--- src/rtl/sram_bank_sequencer_if.sv ---
// Request/response bundle between an upstream master and the SRAM bank sequencer.
interface sram_bank_sequencer_if #(
  parameter int AW = 5,
  parameter int DW = 16
) ();
  logic          req_valid;
  logic          req_ready;
  logic          req_wr;
  logic [AW-1:0] req_addr_a;
  logic [AW-1:0] req_addr_b;
  logic [DW-1:0] req_wdata;
  logic          rd_valid;
  logic [DW-1:0] rd_data_a;
  logic [DW-1:0] rd_data_b;
  logic          busy;

  modport master (
    output req_valid, req_wr, req_addr_a, req_addr_b, req_wdata,
    input  req_ready, rd_valid, rd_data_a, rd_data_b, busy
  );

  modport slave (
    input  req_valid, req_wr, req_addr_a, req_addr_b, req_wdata,
    output req_ready, rd_valid, rd_data_a, rd_data_b, busy
  );
endinterface

--- src/rtl/sram_bank_sequencer.sv ---
// Sequences one read/write per Bennett cycle onto the 2-port SRAM bank phase edges.
// Optional write-to-read forwarding is enabled by defining WR_FORWARD_EN.
module sram_bank_sequencer #(
  parameter int PHASES    = 10,
  parameter int AW        = 5,
  parameter int DW        = 16,
  parameter int PH_ADDR   = 2,
  parameter int PH_DATA   = 4,
  parameter int PH_RD_ON  = 6,
  parameter int PH_RD_OFF = 8,
  parameter int PH_WR_ON  = 8,
  parameter int PH_WR_OFF = 9
) (
  input  logic                  clk,
  input  logic                  reset,
  input  logic [PHASES-1:0]     clkpos,
  input  logic                  Mclk,
  sram_bank_sequencer_if.slave  req,
  input  logic [DW-1:0]         outA,
  input  logic [DW-1:0]         outB,
  output logic [AW-1:0]         Addr_A,
  output logic [AW-1:0]         Addr_B,
  output logic [DW-1:0]         in,
  output logic                  ReadEn,
  output logic                  WriteEn,
  output logic                  RegWrtBar,
  output logic                  srclkneg,
  output logic                  srclkpos
);

  typedef enum logic [2:0] {IDLE, W_ADDR, W_DATA, W_EN, EN_ON} state_t;

  localparam logic [PHASES-1:0] ONE = 1;

  state_t            state;
  logic [PHASES-1:0] clkpos_q;
  logic [PHASES-1:0] rise;
  logic              lat_wr;
  logic [AW-1:0]     lat_a;
  logic [AW-1:0]     lat_b;
  logic [DW-1:0]     lat_wd;
  logic              rd_valid_q;
  logic [DW-1:0]     rd_data_a_q;
  logic [DW-1:0]     rd_data_b_q;
  logic              busy_q;
  logic [DW-1:0]     cap_a;
  logic [DW-1:0]     cap_b;
  logic              wr_done;

  // Every phase bit passes through the mask so the whole edge vector is consumed.
  function automatic logic rose(input logic [PHASES-1:0] r, input int ph);
    return |(r & (ONE << ph));
  endfunction

  assign rise    = clkpos & ~clkpos_q;
  assign wr_done = (state == EN_ON) && lat_wr && rose(rise, PH_WR_OFF);

  assign RegWrtBar = ~clkpos[6];
  assign srclkneg  = ~Mclk & clkpos[6];
  assign srclkpos  = ~srclkneg;

  assign req.req_ready = (state == IDLE);
  assign req.rd_valid  = rd_valid_q;
  assign req.rd_data_a = rd_data_a_q;
  assign req.rd_data_b = rd_data_b_q;
  assign req.busy      = busy_q;

`ifdef WR_FORWARD_EN
  logic [AW-1:0] last_wr_addr;
  logic [DW-1:0] last_wr_data;
  logic          last_wr_vld;

  // Snapshot of the most recent completed write, taken as WriteEn falls.
  always_ff @(posedge clk or posedge reset) begin
    if (reset) begin
      last_wr_addr <= '0;
      last_wr_data <= '0;
      last_wr_vld  <= 1'b0;
    end else if (wr_done) begin
      last_wr_addr <= Addr_A;
      last_wr_data <= in;
      last_wr_vld  <= 1'b1;
    end
  end

  assign cap_a = (last_wr_vld && (Addr_A == last_wr_addr)) ? last_wr_data : outA;
  assign cap_b = (last_wr_vld && (Addr_B == last_wr_addr)) ? last_wr_data : outB;
`else
  assign cap_a = outA;
  assign cap_b = outB;
`endif

  always_ff @(posedge clk or posedge reset) begin
    if (reset) begin
      state       <= IDLE;
      clkpos_q    <= '0;
      lat_wr      <= 1'b0;
      lat_a       <= '0;
      lat_b       <= '0;
      lat_wd      <= '0;
      Addr_A      <= '0;
      Addr_B      <= '0;
      in          <= '0;
      ReadEn      <= 1'b0;
      WriteEn     <= 1'b0;
      rd_valid_q  <= 1'b0;
      rd_data_a_q <= '0;
      rd_data_b_q <= '0;
      busy_q      <= 1'b0;
    end else begin
      clkpos_q   <= clkpos;
      rd_valid_q <= 1'b0;
      case (state)
        IDLE: begin
          if (req.req_valid) begin
            lat_wr <= req.req_wr;
            lat_a  <= req.req_addr_a;
            lat_b  <= req.req_addr_b;
            lat_wd <= req.req_wdata;
            busy_q <= 1'b1;
            state  <= W_ADDR;
          end
        end
        W_ADDR: begin
          if (rose(rise, PH_ADDR)) begin
            Addr_A <= lat_a;
            Addr_B <= lat_b;
            state  <= W_DATA;
          end
        end
        W_DATA: begin
          if (!lat_wr) begin
            state <= W_EN;
          end else if (rose(rise, PH_DATA)) begin
            in    <= lat_wd;
            state <= W_EN;
          end
        end
        W_EN: begin
          if (!lat_wr && rose(rise, PH_RD_ON)) begin
            ReadEn <= 1'b1;
            state  <= EN_ON;
          end else if (lat_wr && rose(rise, PH_WR_ON)) begin
            WriteEn <= 1'b1;
            state   <= EN_ON;
          end
        end
        EN_ON: begin
          if (!lat_wr && rose(rise, PH_RD_OFF)) begin
            ReadEn      <= 1'b0;
            rd_data_a_q <= cap_a;
            rd_data_b_q <= cap_b;
            rd_valid_q  <= 1'b1;
            busy_q      <= 1'b0;
            state       <= IDLE;
          end else if (wr_done) begin
            WriteEn <= 1'b0;
            busy_q  <= 1'b0;
            state   <= IDLE;
          end
        end
        default: state <= IDLE;
      endcase
    end
  end

endmodule

--- src/flat_wrapper.sv ---
// flat-port wrapper written by rule: the top's interface ports become plain ports
module sram_bank_sequencer_flat 
#(
  parameter int PHASES    = 10,
  parameter int AW        = 5,
  parameter int DW        = 16,
  parameter int PH_ADDR   = 2,
  parameter int PH_DATA   = 4,
  parameter int PH_RD_ON  = 6,
  parameter int PH_RD_OFF = 8,
  parameter int PH_WR_ON  = 8,
  parameter int PH_WR_OFF = 9
)
  (clk, reset, clkpos, Mclk, outA, outB, Addr_A, Addr_B, in, ReadEn, WriteEn, RegWrtBar, srclkneg, srclkpos, req_req_valid, req_req_wr, req_req_addr_a, req_req_addr_b, req_req_wdata, req_req_ready, req_rd_valid, req_rd_data_a, req_rd_data_b, req_busy);
  sram_bank_sequencer_if #(.AW(AW), .DW(DW)) req_i ();
  input  logic clk;
  input  logic reset;
  input  logic [PHASES-1:0] clkpos;
  input  logic Mclk;
  input  logic [DW-1:0] outA;
  input  logic [DW-1:0] outB;
  output logic [AW-1:0] Addr_A;
  output logic [AW-1:0] Addr_B;
  output logic [DW-1:0] in;
  output logic ReadEn;
  output logic WriteEn;
  output logic RegWrtBar;
  output logic srclkneg;
  output logic srclkpos;
  input wire logic [$bits(req_i.req_valid)-1:0] req_req_valid;
  input wire logic [$bits(req_i.req_wr)-1:0] req_req_wr;
  input wire logic [$bits(req_i.req_addr_a)-1:0] req_req_addr_a;
  input wire logic [$bits(req_i.req_addr_b)-1:0] req_req_addr_b;
  input wire logic [$bits(req_i.req_wdata)-1:0] req_req_wdata;
  output wire logic [$bits(req_i.req_ready)-1:0] req_req_ready;
  output wire logic [$bits(req_i.rd_valid)-1:0] req_rd_valid;
  output wire logic [$bits(req_i.rd_data_a)-1:0] req_rd_data_a;
  output wire logic [$bits(req_i.rd_data_b)-1:0] req_rd_data_b;
  output wire logic [$bits(req_i.busy)-1:0] req_busy;
  assign req_i.req_valid = req_req_valid;
  assign req_i.req_wr = req_req_wr;
  assign req_i.req_addr_a = req_req_addr_a;
  assign req_i.req_addr_b = req_req_addr_b;
  assign req_i.req_wdata = req_req_wdata;
  assign req_req_ready = req_i.req_ready;
  assign req_rd_valid = req_i.rd_valid;
  assign req_rd_data_a = req_i.rd_data_a;
  assign req_rd_data_b = req_i.rd_data_b;
  assign req_busy = req_i.busy;
  sram_bank_sequencer #(.PHASES(PHASES), .AW(AW), .DW(DW), .PH_ADDR(PH_ADDR), .PH_DATA(PH_DATA), .PH_RD_ON(PH_RD_ON), .PH_RD_OFF(PH_RD_OFF), .PH_WR_ON(PH_WR_ON), .PH_WR_OFF(PH_WR_OFF)) u_core (.clk(clk), .reset(reset), .clkpos(clkpos), .Mclk(Mclk), .req(req_i), .outA(outA), .outB(outB), .Addr_A(Addr_A), .Addr_B(Addr_B), .in(in), .ReadEn(ReadEn), .WriteEn(WriteEn), .RegWrtBar(RegWrtBar), .srclkneg(srclkneg), .srclkpos(srclkpos));
endmodule
--- config.mk ---
export PLATFORM = sky130hd
export DESIGN_NAME = sram_bank_sequencer_flat
export DESIGN_NICKNAME = d
export VERILOG_FILES = /design/src/rtl/sram_bank_sequencer_if.sv /design/src/rtl/sram_bank_sequencer.sv /design/src/flat_wrapper.sv
export SDC_FILE = /design/constraint.sdc
export NUM_CORES = 1
export LEC_CHECK = 0
export ABC_AREA = 1
export CORE_UTILIZATION = 44
export CTS_CLUSTER_SIZE = 40
export DETAILED_ROUTE_END_ITERATION = 6
export PLACE_DENSITY = 0.79
export SLEW_MARGIN = 20
export SYNTH_ARGS = -nofsm -noshare
export SYNTH_HDL_FRONTEND = slang
export SYNTH_SLANG_ARGS = --single-unit
--- constraint.sdc ---
create_clock -name clk -period 4.8 [get_ports clk]
set_clock_uncertainty 0.1 [all_clocks]
set_input_delay 1.44 -clock clk [delete_from_list [all_inputs] [get_ports clk]]
set_output_delay 1.44 -clock clk [all_outputs]
set_load 0.1 [all_outputs]
Yosys cells after proc, flatten, opt, wreduce, memory -nomap -nowiden

Cells that the tools add are included.

Register bits after elaboration: 102
Latch bits: 0
Memory bits (writable): 0
ROM bits: 0
Memories kept: 0

Add/subtract/negate cells: 0
$mul: 0
Divide/modulo/power cells: 0
$lt $le $gt $ge: 0
Equality and inequality tests: 15
Shift-type cells: 0
Multiplexer cells: 22
Bitwise gates (word level): 6
Reductions and logical operators: 17

Operator list:

| kind                                                                     | count |
|---|---|
| 3-bit 2-to-1 mux                                                         | 8 |
| 3-bit case mux with 5 select lines                                       | 1 |
| 10-bit bitwise AND                                                       | 1 |
| 1-bit 2-to-1 mux                                                         | 10 |
| 10-bit inverter                                                          | 1 |
| 5-bit AND reduction                                                      | 2 |
| 3-bit AND reduction                                                      | 3 |
| 2-bit by 1-bit inequality test with 1-bit output (second input constant) | 4 |
| 2-bit inequality test (second input constant)                            | 4 |
| 3-bit by 2-bit == test with 1-bit output (second input constant)         | 2 |
| 3-bit by 2-bit inequality test with 1-bit output (second input constant) | 2 |
| 1-bit case mux with 2 select lines                                       | 3 |
| 2-bit AND reduction                                                      | 3 |
| 1-bit logical AND                                                        | 5 |
| 2-bit nonzero test                                                       | 2 |
| 3-bit by 1-bit == test with 1-bit output (second input constant)         | 1 |
| 3-bit == test (second input constant)                                    | 1 |
| 3-bit logical NOT                                                        | 1 |
| 3-bit by 1-bit inequality test with 1-bit output (second input constant) | 1 |
| 1-bit inverter                                                           | 3 |
| 1-bit bitwise AND                                                        | 1 |
| 1-bit logical NOT                                                        | 1 |

Depth between registers and ports, before layout

Depth in word-level cells: 6
Depth in mapped cells: 8

Worst setup path before layout

Ideal clock, no wire load.

Path type: in2out
From: in clkpos[6]
To: out srclkpos
Data arrival time: 4.172 ns
Path slack: -0.912 ns
Stages: 3
Path buffers: 0
Cell sequence: inv_1 > nor2_1 > inv_1

Longest elaborated chain between the ends: 2

RTL lines:

| item               | RTL line                  | RTL |
|---|---|---|
| from (decl)        | flat_wrapper.sv:18        | `input logic [PHASES-1:0] clkpos;` |
| 1-bit bitwise AND  | sram_bank_sequencer.sv:59 | `assign srclkneg = ~Mclk & clkpos[6];` |
| named net srclkneg | flat_wrapper.sv:28        | `output logic srclkneg;` |
| 1-bit inverter     | sram_bank_sequencer.sv:60 | `assign srclkpos = ~srclkneg;` |
| to (decl)          | flat_wrapper.sv:29        | `output logic srclkpos;` |

The timed path passes the listed nets, and every way through them passes these cells.

Worst setup path in the final report

From: in clkpos[6]
To: out srclkpos

Longest elaborated chain between the ends: 2

RTL lines:

| item              | RTL line |
|---|---|
| 1-bit bitwise AND | sram_bank_sequencer.sv:59 |
| 1-bit inverter    | sram_bank_sequencer.sv:60 |

Every way passes these cells.

==> flow_summary.json <==
{
  "pin_count": 139,
  "port-buffer-count": 133,
  "areaGrowthSynthToFinish_pct": 40.7,
  "cts_setup_buffers": 0,
  "globalplace.congestion": 0.743,
  "highest_layer": "met4",
  "fp.dieW_um": 95.0,
  "synth-seq-cells": 97,
  "cts_buffers": 9,
  "synth_cells": 405,
  "worst-path-max-fanout": 3,
  "wl_met1_um": 3500,
  "synth_nets": 478,
  "whs_path_depth": 2,
  "drtIter0Drc": 87,
  "synth_cell_types": 24,
  "viasPerCell": 4.78,
  "clock_sinks": 97,
  "cts_buffer_depth": 2,
  "htreeDepth": 3,
  "maxSlewViolCount": 0,
  "num_rows": 33,
  "hold_viol_final": 0,
  "first_pass_iters": 5,
  "grt_max_degree": 62,
  "final_nets": 607,
  "criticalPathCategory": "in -> out",
  "worst_slew_pin_slew_ns": 1.02,
  "timing.fmax_mhz": 254,
  "hold_buffers": 0,
  "syn_area_um2": 3800,
  "yosys_warnings": 0,
  "postPlaceCellArea_um2": 5170,
  "grt_overflow_total": 0,
  "cp-start-kind": "input pin",
  "cp.arrival_ns": 2.40,
  "drive_above_1_share_pct": 6.86,
  "grt_use_total_pct": 18.4,
  "reg2regPathDepth": 6,
  "wl_per_cell_um": 12.5,
  "end_kind": "output port",
  "period_minus_slack_ns": 3.94,
  "die_y_um": 95.0,
  "num_vias": 3076,
  "clk_latency_ns": 0.35,
  "hpwl_um": 5700,
  "max-slew-margin-rel_pct": 32.0,
  "syn_area_per_cell_um2": 9.39,
  "utilization_pct": 64.5,
  "core_area_um2": 8300,
  "cts_tree": "yes",
  "rsz0062_at_grt": "false",
  "wl_met3_um": 750,
  "period_share_pct": 82.1,
  "drc_errors": 0,
  "wl_um": 8030,
  "status": "complete, no violations",
  "die_area_um2": 9020,
  "final_area_um2": 5350,
  "cap_violations": 0,
  "cts_resized": 0,
  "setup_violations": 0,
  "diodes": 0,
  "clkTransAtPathRegs_ns": 0.09,
  "grt_pass1_wl_um": 12900,
  "wl_met2_um": 3720,
  "root_buffer": "clkbuf_8",
  "hp-class": "reg -> reg",
  "seq_area_frac_synth_pct": 63.8,
  "grt_pass1_vias": 2823,
  "required_ns": 3.26,
  "antenna_found_initial": 0,
  "ant_nets": 0,
  "fin_setup_tns_ns": 0,
  "initial_core_util_pct": 45.8
}
## flip-flops by register name, summed over array words and instances (netlist names)
name / cells
u_core.Addr_B: 5
u_core.lat_b: 5
u_core.req.rd_valid: 1
u_core.ReadEn: 1
u_core.WriteEn: 1
u_core.Addr_A: 5
u_core.clkpos_q: 5
u_core.in: 16
u_core.req.rd_data_b: 16
u_core.state: 3
u_core.lat_wd: 16
u_core.req.rd_data_a: 16
u_core.req.busy: 1
u_core.lat_a: 5
u_core.lat_wr: 1
## worst max-delay path: stages
cell and delay [ns]:
clkdlybuf4s50_1 0.49, inv_1 0.08, nor2_4 0.11, inv_1 0.05, buf_4 0.22
## synth_stat cells
library cell  instances  share of area, %
a21oi_1              29               3.8
buf_6                 6               1.8
nand4_2               1              0.33
nor2_1               33               3.3
o21ai_0              26               3.4
nor2_2                3              0.49
clkbuf_1              2              0.20
inv_1                37               3.7
o21ai_1               1              0.13
clkbuf_2              1              0.13
nand3b_1              1              0.20
buf_2                 4              0.53
nand2_1             136                13
dfrtp_1              97                64
nor3b_1               1              0.20
nor2_4                3              0.89
buf_4                 4              0.79
o21bai_1              2              0.39
nand3_1               9               1.2
nand2_4               1              0.30
nand2_2               3              0.49
inv_2                 3              0.30
nand4_1               1              0.16
nor3_1                1              0.13
## final timing paths
check | startpoint | endpoint | slack (ns)
worst max register to register | u_core.state[0] | u_core.req.rd_data_b[6] | 2.50
min in group asynchronous | reset | u_core.lat_wd[11] | 1.47
worst min-delay path | u_core.req.rd_data_a[4] | u_core.req.rd_data_a[4] | 0.38
worst min register to register | u_core.req.rd_data_a[4] | u_core.req.rd_data_a[4] | 0.38
worst max-delay path | clkpos[6] | srclkpos | 0.86
max in group asynchronous | reset | u_core.req.rd_data_a[14] | 2.38
## cells by family after synthesis
family	synth area share, %
flip-flops	63.8
AO/OA/AOI/OAI	7.76
buffers and inverters	7.37
AND/OR/NAND/NOR	21.1
## placed cells by master (no fill, tap or decap)
cell type and count:
nand2_1 136, clkdlybuf4s50_1 130, dfrtp_1 97, inv_1 36, nor2_1 32, a21oi_1 29, o21ai_0 26, nand3_1 9
clkbuf_8 9, nor2_4 4, buf_4 4, inv_2 3, nand2_2 3, nor2_2 3, o21bai_1 2, inv_6 2
inv_8 2, nand2_4 1, nand4_1 1, nand4_2 1, o21ai_1 1, inv_4 1, nand3b_1 1, nor3_1 1
nor3b_1 1, clkinv_4 1, clkinv_2 1, clkinvlp_4 1, buf_12 1
## routing by layer
metal / track usage (%) / up-vias
li1: - / 1511
met1: 22.9 / 1444
met5: 0 / -
met3: 6.04 / 6
met4: 6.44 / 0
met2: 30.1 / 115
## area by class of cell
type,instances,area [um^2]
clock inverter,7,61.3
clock buffer,9,124
tap,105,131
multi-input combinational,251,1100
timing repair buffer,135,1350
inverter,40,153
fill,680,2950
sequential,97,2430
## through the flow
stage / setup WS (ns) / cells / hold slack [ns]
finish: 0.857 / 644 / 0.380
global route: 0.771 / 644 / 0.394
CTS: 0.849 / 644 / 0.382
detailed placement: 0.851 / 628 / 0.359
global placement: 0.859 / 628 / 0.353
floorplan: 0.194 / 405 / 0.378
Power is left out: the tool's default activity adds up to more than one toggle a clock period on the data nets, which glitch-free logic cannot reach.
